$ cat src/rtl/uart_tx_arbiter_if.sv
// Requester-side bus of the UART transmit arbiter: per-requester byte
// streams in, per-requester ack/grant back out.
interface uart_tx_arbiter_if #(
  parameter int NREQ = 4
);
  logic [NREQ-1:0]   req;
  logic [NREQ-1:0]   last;
  logic [8*NREQ-1:0] data;
  logic [NREQ-1:0]   ack;
  logic [NREQ-1:0]   grant;

  modport master (output req, last, data, input ack, grant);
  modport slave  (input req, last, data, output ack, grant);
endinterface

$ cat src/rtl/uart_tx_arbiter.sv
// Round-robin, packet-locked arbiter sharing one UART transmitter between
// NREQ byte-stream requesters, with a stall timeout on the lock.
//
// Handshake: requester i holds req[i] (with data/last stable) until it sees
// ack[i] high for one cycle; that cycle is the one in which uart_wr pulses.
module uart_tx_arbiter #(
  parameter  int NREQ    = 4,
  parameter  int TIMEOUT = 65535,
  localparam int TBITS   = $clog2(TIMEOUT + 1)
) (
  input  logic                clk,
  input  logic                reset,
  uart_tx_arbiter_if.slave    rq,
  output logic                abort,
  output logic                busy,
  output logic [7:0]          uart_d,
  output logic                uart_wr,
  input  logic                uart_txrdy
);

  localparam int IW = (NREQ > 1) ? $clog2(NREQ) : 1;

  typedef enum logic [1:0] {
    S_IDLE   = 2'd0,
    S_LOCK   = 2'd1,
    S_SEND   = 2'd2,
    S_SETTLE = 2'd3
  } state_t;

  state_t            state_q, state_d;
  logic [NREQ-1:0]   grant_q, grant_d;
  logic [NREQ-1:0]   ack_q, ack_d;
  logic [IW-1:0]     gidx_q, gidx_d;
  logic [IW-1:0]     lw_q, lw_d;
  logic [TBITS-1:0]  timer_q, timer_d;
  logic [7:0]        ud_q, ud_d;
  logic              wr_q, wr_d;
  logic              abort_q, abort_d;
  logic              busy_q, busy_d;
  logic              pkt_end_q, pkt_end_d;

  logic              pick_found;
  logic [IW-1:0]     pick_idx;
  logic [IW-1:0]     cand_idx;
  int                cand;

  // Rotating priority: first requester after the previous winner, with wrap.
  always_comb begin
    pick_found = 1'b0;
    pick_idx   = '0;
    cand       = 0;
    cand_idx   = '0;
    for (int k = 1; k <= NREQ; k++) begin
      cand = int'(lw_q) + k;
      if (cand >= NREQ) cand = cand - NREQ;
      cand_idx = IW'(cand);
      if (!pick_found && rq.req[cand_idx]) begin
        pick_found = 1'b1;
        pick_idx   = cand_idx;
      end
    end
  end

  always_comb begin
    state_d   = state_q;
    grant_d   = grant_q;
    gidx_d    = gidx_q;
    lw_d      = lw_q;
    timer_d   = timer_q;
    ud_d      = ud_q;
    pkt_end_d = pkt_end_q;
    ack_d     = '0;
    wr_d      = 1'b0;
    abort_d   = 1'b0;
    case (state_q)
      S_IDLE: begin
        if (pick_found) begin
          grant_d           = '0;
          grant_d[pick_idx] = 1'b1;
          gidx_d            = pick_idx;
          state_d           = S_LOCK;
        end
      end
      S_LOCK: begin
        // Accept is checked before the timeout so a late byte still wins.
        if (rq.req[gidx_q] && uart_txrdy) begin
          ud_d      = rq.data[{gidx_q, 3'b000} +: 8];
          pkt_end_d = rq.last[gidx_q];
          timer_d   = '0;
          wr_d      = 1'b1;
          ack_d     = grant_q;
          state_d   = S_SEND;
        end else if (!rq.req[gidx_q]) begin
          if (timer_q == TBITS'(TIMEOUT - 1)) begin
            abort_d = 1'b1;
            grant_d = '0;
            lw_d    = gidx_q;
            timer_d = '0;
            state_d = S_IDLE;
          end else begin
            timer_d = timer_q + TBITS'(1);
          end
        end
      end
      S_SEND: begin
        state_d = S_SETTLE;
      end
      S_SETTLE: begin
        // One idle cycle so the core's txrdy has dropped before LOCK samples it.
        if (pkt_end_q) begin
          grant_d = '0;
          lw_d    = gidx_q;
          timer_d = '0;
          state_d = S_IDLE;
        end else begin
          state_d = S_LOCK;
        end
      end
      default: begin
        grant_d = '0;
        state_d = S_IDLE;
      end
    endcase
    busy_d = (state_d != S_IDLE);
  end

  always_ff @(posedge clk) begin
    if (reset) begin
      state_q   <= S_IDLE;
      grant_q   <= '0;
      ack_q     <= '0;
      gidx_q    <= '0;
      lw_q      <= IW'(NREQ - 1);
      timer_q   <= '0;
      ud_q      <= '0;
      wr_q      <= 1'b0;
      abort_q   <= 1'b0;
      busy_q    <= 1'b0;
      pkt_end_q <= 1'b0;
    end else begin
      state_q   <= state_d;
      grant_q   <= grant_d;
      ack_q     <= ack_d;
      gidx_q    <= gidx_d;
      lw_q      <= lw_d;
      timer_q   <= timer_d;
      ud_q      <= ud_d;
      wr_q      <= wr_d;
      abort_q   <= abort_d;
      busy_q    <= busy_d;
      pkt_end_q <= pkt_end_d;
    end
  end

  assign rq.grant = grant_q;
  assign rq.ack   = ack_q;
  assign abort    = abort_q;
  assign busy     = busy_q;
  assign uart_d   = ud_q;
  assign uart_wr  = wr_q;

endmodule

$ cat src/flat_wrapper.sv
// flat-port wrapper written by rule: the top's interface ports become plain ports
module uart_tx_arbiter_flat 
#(
  parameter  int NREQ    = 4,
  parameter  int TIMEOUT = 65535,
  localparam int TBITS   = $clog2(TIMEOUT + 1)
)
  (clk, reset, abort, busy, uart_d, uart_wr, uart_txrdy, rq_req, rq_last, rq_data, rq_ack, rq_grant);
  uart_tx_arbiter_if #(.NREQ(NREQ)) rq_i ();
  input  logic clk;
  input  logic reset;
  output logic abort;
  output logic busy;
  output logic [7:0] uart_d;
  output logic uart_wr;
  input  logic uart_txrdy;
  input wire logic [$bits(rq_i.req)-1:0] rq_req;
  input wire logic [$bits(rq_i.last)-1:0] rq_last;
  input wire logic [$bits(rq_i.data)-1:0] rq_data;
  output wire logic [$bits(rq_i.ack)-1:0] rq_ack;
  output wire logic [$bits(rq_i.grant)-1:0] rq_grant;
  assign rq_i.req = rq_req;
  assign rq_i.last = rq_last;
  assign rq_i.data = rq_data;
  assign rq_ack = rq_i.ack;
  assign rq_grant = rq_i.grant;
  uart_tx_arbiter #(.NREQ(NREQ), .TIMEOUT(TIMEOUT)) u_core (.clk(clk), .reset(reset), .rq(rq_i), .abort(abort), .busy(busy), .uart_d(uart_d), .uart_wr(uart_wr), .uart_txrdy(uart_txrdy));
endmodule
$ cat config.mk
export PLATFORM = sky130hd
export DESIGN_NAME = uart_tx_arbiter_flat
export DESIGN_NICKNAME = d
export VERILOG_FILES = /design/src/rtl/uart_tx_arbiter_if.sv /design/src/rtl/uart_tx_arbiter.sv /design/src/flat_wrapper.sv
export SDC_FILE = /design/constraint.sdc
export NUM_CORES = 1
export LEC_CHECK = 0
export ABC_AREA = 1
export BUFFER_PORTS_ARGS = -buffer_cell sky130_fd_sc_hd__buf_2
export CORE_ASPECT_RATIO = 1.25
export CORE_MARGIN = 5
export CORE_UTILIZATION = 45
export CTS_CLUSTER_SIZE = 12
export DETAILED_ROUTE_END_ITERATION = 8
export PLACE_DENSITY = 0.72
export REMOVE_ABC_BUFFERS = 1
export SLEW_MARGIN = 5
export SYNTH_ARGS = -nofsm -noshare
export SYNTH_HDL_FRONTEND = slang
export SYNTH_SLANG_ARGS = --single-unit
$ cat constraint.sdc
create_clock -name clk -period 1.6 [get_ports clk]
set_clock_uncertainty 0.15 [all_clocks]
set_input_delay 0.08 -clock clk [delete_from_list [all_inputs] [get_ports clk]]
set_output_delay 0.08 -clock clk [all_outputs]
set_load 0.01 [all_outputs]
==> results of run 1 <==
[worst min-delay path: stages]
cell,delay (ps)
buf_2,100
nor2_1,70
nor2_1,40
o21ai_0,60
a31oi_1,80
[timing repair]
action                                 CTS  global route
pin swaps                               21            41
setup buffers                            7            12
cloned                                   0             3
hold buffers                            19             0
endpoints found under the hold margin   14             0
gates resized for setup                 35            95
setup endpoints to repair               33            39
[power by group through the flow]
stage / registers [µW] / clock network (µW) / logic, µW
finish: 1360 / 1030 / 2830
detailed placement: 1330 / 0 / 2030
global placement: 1330 / 0 / 1990
global route: 1380 / 1100 / 3070
CTS: 1350 / 1040 / 2160
floorplan: 1430 / 0 / 1210
[logic make-up (layout without fill, tap and decap cells)]
| group | count (synthesis) | after routing | share of synthesized area [%] |
|---|---|---|---|
| compound gates | 64 | 64 | 15.3 |
| xor+xnor | 4 | 4 | 1.41 |
| fa+ha+maj | 2 | 2 | 1.01 |
| buf+inv | 55 | 190 | 10.2 |
| flops | 42 | 42 | 34.0 |
| simple gates | 207 | 207 | 38.1 |
[sequential cells by signal, summed over array words and instances, names as in the netlist]
register and cells:
u_core.gidx_q 2, u_core.busy 1, u_core.state_q 2, u_core.lw_q 2, u_core.rq.ack 4, u_core.rq.grant 4
u_core.uart_wr 1, u_core.abort 1, u_core.pkt_end_q 1, u_core.uart_d 8, u_core.timer_q 16
[final timing paths]
path / endpoint / startpoint / slack [ps]
max: u_core.timer_q[13]$_SDFFE_PP0P_ / u_core.timer_q[1]$_SDFFE_PP0P_ / -150
min reg2reg: u_core.rq.ack[0]$_SDFF_PP0_ / u_core.rq.grant[0]$_SDFFE_PP0P_ / 300
min: u_core.uart_d[4]$_SDFFE_PP0P_ / rq_data[4] / 10
max reg2reg: u_core.timer_q[13]$_SDFFE_PP0P_ / u_core.timer_q[1]$_SDFFE_PP0P_ / -150
[cell type report]
class	instances	area, µm²
Timing Repair inverter	2	12.5
Inverter	43	201
Clock buffer	5	68.8
Tap cell	64	80.1
Multi-Input combinational cell	277	1700
Sequential cell	42	866
Clock inverter	3	68.8
Timing Repair Buffer	137	1000
Fill cell	403	1410
[cell usage in the layout, fill, tap and decap left out, types with 4 or more instances in the layout]
cell           instances
dfxtp_2                8
clkbuf_8               5
nand2_2               32
a21oi_2                6
dfxtp_1               30
inv_4                  6
dlygate4sd3_1         19
nor3_2                 4
buf_4                 45
nand4_1                6
a21oi_1                6
nor2_2                10
nand3_2                6
nand3_1                8
o21ai_0               28
buf_2                 61
nand2_1               53
dfxtp_4                4
xor2_1                 4
nor2_4                12
a31oi_1                9
buf_6                  8
inv_1                 28
inv_2                  7
o21ai_1                5
nor2_1                59
nand2_4                8
[stage by stage]
step	instance area, µm²	std cells
floorplan	2390	362
global placement	3080	526
CTS	3550	559
global route	4000	573
finish	4000	573
detailed placement	3080	526
[metal layers]
layer	wire, µm	vias up	global-route usage, %
met3	575	35	5.74
li1	-	1459	-
met5	0	-	0
met1	2890	1414	18.7
met4	303	0	8.89
met2	4750	119	40.3
==> results.py, run 1 <==
metrics = {
    "status": {
        "status": "finished with violations",
        "violations": "setup timing",
    },
    "worst_setup_path": {
        "cp_cell_sequence": "buf_6 -> nand3_4 -> nor2_4 -> nand4_1 -> inv_2 -> nand2_2 -> nor2_1 -> nand2_1 -> xor2_1 -> nor2_1",
        "cp-end-kind": "flop",
        "crit_top_cell": "nor2_1",
        "crit_cells": 10,
        "reg2reg_depth": 10,
        "slowest_delay_ps": 380,
        "critPathTopFamily": "simple AND/OR/NAND/NOR gates",
        "critPathLaunchType": "flop",
        "slowest_stage": "dfxtp_4",
        "worst_ep_arrival_time_ps": 1800,
        "required_ps": 1650,
        "cp_max_fo": 3,
        "critPathKind": "reg -> reg",
        "worst-path-buf-inv": 2,
    },
    "clocking": {
        "clk_pin_slew_ps": 90,
        "cts_root_buf": "clkbuf_8",
        "htreeDepth": 2,
        "insertion_delay_ps": 300,
        "clock_sinks": 42,
        "cts_tree": "yes",
        "cts_made_buffers": 5,
        "clock_path_buffers": 2,
    },
    "power_and_ir_drop": {
        "power.total_uw": 5220,
        "pwr-share-comb_pct": 54.2,
        "p_sw_uw": 2180,
        "power_density_nw_per_um2": 1310,
        "switching_share_pct": 41.8,
        "internal-power_uw": 3040,
        "sequentialPowerShare_pct": 26.0,
        "p_leak_uw": 0.00184,
        "worst_ir_drop_vdd_mv": 0.681,
        "power_frac_clock_pct": 19.8,
    },
    "hold_path": {
        "worstHoldPathType": "in -> reg",
        "worstHoldPathCells": 5,
    },
    "detailed_routing": {
        "vias": 3027,
        "drc": 0,
        "avgRoutedWirePerCell_um": 14.9,
        "firstDrtPassIters": 5,
        "vias_per_cell": 5.28,
        "ant_nets": 0,
        "drt_iter0_drc": 170,
        "wl_mm": 8.52,
    },
    "final_layout": {
        "fin_nets": 553,
        "layout-drive-gt1-share_pct": 48.3,
        "post-route-util_pct": 74.0,
        "area_delta_synth_final_pct": 61.5,
        "antennaDiodeCount": 0,
    },
    "sta": {
        "max_freq_mhz": 570,
        "hold_violations": 0,
        "final.setup.tns_ps": -2030,
        "holdWs_ps": 13.2,
        "min_period_over_period_pct": 110,
        "slew_headroom_pct": 80.5,
        "rsz0062_at_grt": "true",
        "worstMarginPinSlew_ps": 291,
        "setup_viol": 25,
        "setup_slack_ps": -153,
        "drv_slew": 0,
        "layout_min_cycle_time_ps": 1750,
    },
    "global_routing": {
        "antenna_found_initial": 0,
        "grt_pass1_vias": 2865,
        "track_usage_pct": 20.3,
        "grt_overflow": 0,
        "grt_pass1_wl_mm": 11.9,
        "grt_max_degree": 20,
    },
    "synthesis": {
        "synth_flop_cell": "dfxtp_1",
        "yosysSeqAreaShare_pct": 34.0,
        "ys_seq_elements": 42,
        "yosysMostFrequentCell": "nand2_1",
        "synth_warnings": 0,
        "synth_area_um2": 2480,
        "async_reset_ff_share_pct": 0,
        "synth_edf_count": 0,
        "synth_area_leader_cell": "dfxtp_1",
        "avgSynthCellArea_um2": 6.62,
        "synthTopCellsByCount": "nand2_1, nor2_1, dfxtp_1",
        "yosys-top-cells-area": "dfxtp_1, nand2_1, nor2_1",
        "synthCells": 374,
        "synth_top_cell_area_share_pct": 34.0,
        "ys_types": 34,
    },
    "floorplanning": {
        "row_count": 30,
        "io_pins": 62,
        "core_um2": 5410,
        "start_util_pct": 45.8,
        "die_area_um2": 7100,
        "die_h_um": 92.9,
        "die_x_um": 76.3,
    },
    "placed_design": {
        "globalplace.congestion": 0.897,
        "post-place-ws_ps": -115,
        "dp_hpwl_mm": 5.03,
        "port_buffers": 61,
    },
    "job": {
        "max-cap-violations": 0,
    },
}
(Power assumes the default switching activity.)
==> inputs of run 2 (changes only) <==
Settings changed: CELL_PAD_IN_SITES_DETAIL_PLACEMENT set to 2, CELL_PAD_IN_SITES_GLOBAL_PLACEMENT set to 2, CORE_UTILIZATION 45 to 25, PLACE_DENSITY 0.72 to not set, PLACE_DENSITY_LB_ADDON set to 0.1.
==> results.py, run 2 (synthesis results as in run 1) <==
metrics = {
    "hold_path": {
        "worstHoldEndpoint": "u_core.uart_d[2]$_SDFFE_PP0P_",
        "worstHoldPathType": "in -> reg",
        "worstHoldPathCells": 3,
        "holdCritStartpoint": "rq_data[10]",
    },
    "detailed_routing": {
        "firstDrtPassIters": 4,
        "ant_nets": 0,
        "avgRoutedWirePerCell_um": 16.4,
        "drc": 0,
        "dr.max_layer_used": "met4",
        "m1WireLength_mm": 3.86,
        "dr_wl_met3_um": 299,
        "drt_iter0_drc": 48,
        "vias_per_cell": 4.62,
        "vias": 2950,
        "wl_met2_mm": 6.21,
        "wl_mm": 10.5,
    },
    "worst_setup_path": {
        "worst_ep_arrival_time_ps": 1800,
        "crit_top_cell": "nand2_1",
        "critPathLaunchType": "flop",
        "r2r_slack_ps": -170,
        "cp_max_fo": 4,
        "slowest_stage": "dfxtp_4",
        "r2r-end": "u_core.rq.grant[1]$_SDFFE_PP0P_",
        "slowest_delay_ps": 390,
        "reg2reg_depth": 11,
        "cp_cell_sequence": "ha_4 -> buf_4 -> inv_1 -> nor2_1 -> nand2_1 -> o21ai_2 -> nand3_2 -> nor2_2 -> nand2_2 -> nand2_1 -> a21oi_2",
        "required_ps": 1630,
        "cp-end-kind": "flop",
        "r2r-start": "u_core.timer_q[1]$_SDFFE_PP0P_",
        "critPathKind": "reg -> reg",
    },
    "status": {
        "violations": "setup timing",
        "status": "finished with violations",
    },
    "global_routing": {
        "track_usage_pct": 16.9,
        "grt_overflow": 0,
        "grt_pass1_vias": 3237,
        "grt_max_degree": 19,
        "antenna_found_initial": 0,
        "grt_pass1_wl_mm": 16.2,
    },
    "sta": {
        "setup_slack_ps": -168,
        "setup_viol": 24,
        "layout_min_cycle_time_ps": 1770,
        "max_freq_mhz": 566,
        "drv_slew": 0,
        "worstMarginPinSlew_ps": 297,
        "hold_violations": 0,
        "rsz0062_at_grt": "true",
        "min_period_over_period_pct": 111,
        "slew_headroom_pct": 80.1,
    },
    "final_layout": {
        "final_cell_mix": "nor2_1, buf_2, buf_4, nand2_1, nand2_2",
        "area_delta_synth_final_pct": 65.8,
        "multi_input_area_um2": 1710,
        "largest_reg_flops": 16,
        "layout-drive-gt1-share_pct": 49.7,
        "final-instance-count-excl-fill": 639,
        "antennaDiodeCount": 0,
        "seq_area_um2": 861,
        "largest-register": "u_core.timer_q",
        "final_common_cell": "nor2_1",
        "fill_cells": 1134,
        "fin_nets": 557,
    },
    "placed_design": {
        "place_inst": 598,
        "post-place-ws_ps": -261,
        "port_buffers": 61,
        "dp_hpwl_mm": 7.50,
        "globalplace.congestion": 0.837,
    },
    "floorplanning": {
        "row_count": 40,
        "io_pins": 62,
        "die_h_um": 121,
        "die_x_um": 99.0,
        "core_um2": 9660,
        "die_area_um2": 12000,
        "start_util_pct": 25.6,
    },
    "clocking": {
        "clk_pin_slew_ps": 70,
        "insertion_delay_ps": 290,
        "clock_sinks": 42,
        "clock_path_buffers": 2,
        "cts_made_buffers": 5,
        "cts_tree": "yes",
        "htreeDepth": 2,
        "cts_root_buf": "clkbuf_16",
    },
    "power_and_ir_drop": {
        "power_density_nw_per_um2": 1310,
        "p_leak_uw": 0.00186,
        "worst_ir_drop_vdd_mv": 0.478,
    },
    "job": {
        "max-cap-violations": 0,
    },
}
==> run 2: changes by cell type in the layout (fill, tap and decap cells not counted), sizes merged <==
cell         delta
dlygate4sd3     -1
clkinv          -2
bufinv          -2
buf             +6
clkbuf          +1
clkinvlp        +1
inv             +1
==> run 2: how the worst max path moves through the flow <==
stage | slack, ps | depth (start not counted) | startpoint | end
after floorplan | -590 | 11 | u_core.gidx_q[0]$_SDFFE_PP0P_ | u_core.timer_q[8]$_SDFFE_PP0P_
after global placement | -140 | 11 | u_core.timer_q[0]$_SDFFE_PP0P_ | u_core.timer_q[9]$_SDFFE_PP0P_
after detailed placement | -260 | 11 | u_core.timer_q[0]$_SDFFE_PP0P_ | u_core.timer_q[10]$_SDFFE_PP0P_
after CTS | -190 | 12 | u_core.timer_q[0]$_SDFFE_PP0P_ | u_core.timer_q[4]$_SDFFE_PP0P_
after global routing | -300 | 12 | u_core.timer_q[0]$_SDFFE_PP0P_ | u_core.rq.grant[1]$_SDFFE_PP0P_
final | -170 | 11 | u_core.timer_q[1]$_SDFFE_PP0P_ | u_core.rq.grant[1]$_SDFFE_PP0P_
==> run 2: area by class of cell <==
cell class	count	share of cell area [%]
tap	126	3.84
inverter	43	4.48
timing repair buffer	143	25.4
clock inverter	3	0.610
sequential	42	21.0
clock buffer	5	3.05
multi-input combinational	277	41.6
==> run 2: critical path: cells and delay by family (launching register included) <==
kind / cells / cell delay [ps]
flip-flops: 1 / 390
buffers and inverters: 2 / 130
AO/OA/AOI/OAI: 2 / 210
adder cells (fa/ha/maj): 1 / 150
AND/OR/NAND/NOR: 6 / 630
==> run 2: layer usage <==
layer	up-vias	track usage, %
met3	9	2.59
met4	0	4.53
met5	-	0
met2	50	34.4
li1	1467	-
met1	1424	17.3
==> run 2: where the power goes <==
part	internal [µW]	total [µW]	switching, µW	leakage [µW]
Clock	588	1070	481	0.0000704
Sequential	1220	1400	171	0.000345
Combinational	1220	2930	1720	0.00144
==> run 2: metrics by stage <==
step	TNS [ps]	total power, µW	area [µm²]	util (%)	hold slack (ps)
after global placement	-2910	3520	3250	33.6	243
after floorplan	-14010	2630	2390	-	-7.56
after global routing	-6780	5770	4110	42.5	46.2
after detailed placement	-5240	3600	3250	33.6	256
after CTS	-3210	5040	3850	39.8	1.45
final	-2580	5400	4110	42.5	0.451
==> run 2: what timing repair did <==
item / 4_1_cts / 5_1_grt
buffers inserted: 9 / 8
gates resized for setup: 72 / 46
cloned: 0 / 3
endpoints found under the hold margin: 14 / 0
pin swaps: 36 / 33
setup endpoints to repair: 35 / 39
hold buffers: 18 / 0
==> inputs of run 3 (changes only) <==
Settings changed: CORE_UTILIZATION 25 to 30.
Clock period 1.6 ns to 2.3 ns, I/O delays scaled along.
==> results.py, run 3 (synthesis results as in run 1) <==
metrics = {
    "status": {
        "status": "finished with violations",
        "violations": "hold timing",
    },
    "placed_design": {
        "dp_hpwl_mm": 6.66,
        "dpl_cell_area_um2": 2860,
        "place_inst": 526,
        "globalplace.congestion": 0.738,
        "port_buffers": 61,
    },
    "worst_setup_path": {
        "slowest_stage": "dlygate4sd3_1",
        "crit_top_cell": "nand2_1",
        "critPathTopFamily": "buffers and inverters",
        "worst_ep_arrival_time_ps": 2210,
        "cp_max_fo": 11,
        "critPathLaunchType": "flop",
        "slowest_delay_ps": 580,
        "cp_cell_sequence": "inv_1 -> nand2_1 -> nand3_1 -> nand2_2 -> nor2_2 -> nand2_1 -> clkinv_4 -> o21ai_0 -> a31oi_1 -> dlygate4sd3_1",
        "worst-path-buf-inv": 3,
        "required_ps": 2390,
        "critPathKind": "reg -> reg",
        "cp-end-kind": "flop",
    },
    "power_and_ir_drop": {
        "pwr-share-comb_pct": 46.8,
        "power_density_nw_per_um2": 926,
        "worst_ir_drop_vdd_mv": 0.365,
        "internal-power_uw": 1640,
        "power.total_uw": 2900,
        "p_sw_uw": 1260,
        "switching_share_pct": 43.6,
        "power_frac_clock_pct": 20.7,
        "p_leak_uw": 0.00144,
        "sequentialPowerShare_pct": 32.5,
    },
    "detailed_routing": {
        "vias_per_cell": 4.88,
        "firstDrtPassIters": 4,
        "drt_iter0_drc": 65,
        "wl_mm": 8.60,
        "avgRoutedWirePerCell_um": 15.6,
        "drc": 0,
        "vias": 2682,
        "ant_nets": 0,
    },
    "sta": {
        "rsz0062_at_grt": "false",
        "worstMarginPinSlew_ps": 455,
        "setup_viol": 0,
        "layout_min_cycle_time_ps": 2120,
        "final.setup.tns_ps": 0,
        "holdWs_ps": -12.8,
        "min_period_over_period_pct": 92.2,
        "hold_violations": 1,
        "slew_headroom_pct": 69.6,
        "max_freq_mhz": 472,
        "drv_slew": 0,
    },
    "final_layout": {
        "fin_nets": 497,
        "largest-register": "u_core.timer_q",
        "layout-drive-gt1-share_pct": 27.2,
        "largest_reg_flops": 16,
        "final-instance-count-excl-fill": 550,
        "area_delta_synth_final_pct": 26.5,
        "final_cell_mix": "nand2_1, nor2_1, buf_2, dfxtp_1, inv_1",
        "final_common_cell": "nand2_1",
        "antennaDiodeCount": 0,
        "fin_area_um2": 3130,
        "fill_cells": 1022,
    },
    "floorplanning": {
        "io_pins": 62,
        "core_um2": 8150,
        "die_h_um": 112,
        "die_x_um": 91.3,
        "row_count": 37,
        "start_util_pct": 30.4,
        "die_area_um2": 10200,
    },
    "clocking": {
        "cts_made_buffers": 5,
        "clk_pin_slew_ps": 90,
        "cts_root_buf": "clkbuf_8",
        "insertion_delay_ps": 300,
        "htreeDepth": 2,
        "clock_path_buffers": 2,
        "clock_sinks": 42,
        "cts_tree": "yes",
    },
    "global_routing": {
        "grt_pass1_vias": 3009,
        "grt_max_degree": 19,
        "grt_pass1_wl_mm": 14.3,
        "antenna_found_initial": 0,
        "track_usage_pct": 17.1,
        "grt_overflow": 0,
    },
    "job": {
        "max-cap-violations": 0,
    },
    "hold_path": {
        "worstHoldPathType": "in -> reg",
    },
}
[run 3: routing by layer]
metal | track usage (%) | part of all wire [%] | up-vias
met3 | 2.91 | 2.8 | 10
met5 | 0 | 0 | -
met2 | 34.1 | 56 | 41
li1 | - | - | 1347
met4 | 4.60 | 1.6 | 0
met1 | 17.8 | 39 | 1284
[run 3: final timing paths]
path / startpoint / endpoint / slack, ps / cells past startpoint
max: u_core.gidx_q[0]$_SDFFE_PP0P_ / u_core.uart_d[0]$_SDFFE_PP0P_ / 180 / 10
max reg2reg: u_core.gidx_q[0]$_SDFFE_PP0P_ / u_core.uart_d[0]$_SDFFE_PP0P_ / 180 / 10
min: rq_data[26] / u_core.uart_d[2]$_SDFFE_PP0P_ / -10 / 3
min reg2reg: u_core.rq.grant[2]$_SDFFE_PP0P_ / u_core.rq.ack[2]$_SDFF_PP0_ / 310 / 2
[run 3: cell type report]
class                      instances  area, µm²  area share [%]
clock buffer                       6       72.6            2.32
inverter                          43        173            5.51
timing repair buffer              83        503            16.1
clock inverter                     2       37.5            1.20
multi-input combinational        277       1380            44.1
tap                               97        121            3.88
sequential                        42        842            26.9
[run 3: worst reg2reg max path: cells and delay by family (launching register included)]
kind | cells | cell delay [ps]
AND/OR/NAND/NOR | 5 | 460
flip-flops | 1 | 340
AO/OA/AOI/OAI | 2 | 260
buffers and inverters | 3 | 860
[run 3: what timing repair did]
| item | 4_1_cts | 5_1_grt |
|---|---|---|
| resized for setup | 0 | 4 |
| hold buffers | 13 | 0 |
| endpoints found under the setup margin | 0 | 4 |
| buffers inserted | 0 | 3 |
| endpoints found under the hold margin | 12 | 0 |
[run 3: through the flow]
step	worst slack, ps	hold WS (ps)	utilization (%)
after floorplan	107	27.4	-
after global placement	405	282	35.1
after detailed placement	374	295	35.1
after CTS	94.1	1.30	38.1
after global routing	30.9	17.5	38.4
final	180	-12.8	38.4
[run 3: power by group through the flow]
stage / combinational, µW / clock (µW) / sequential (µW)
2_1_floorplan: 839 / 0 / 994
3_3_place_gp: 1290 / 0 / 954
3_5_place_dp: 1330 / 0 / 960
4_1_cts: 1360 / 620 / 946
5_1_grt: 1540 / 642 / 964
6_report: 1360 / 600 / 942
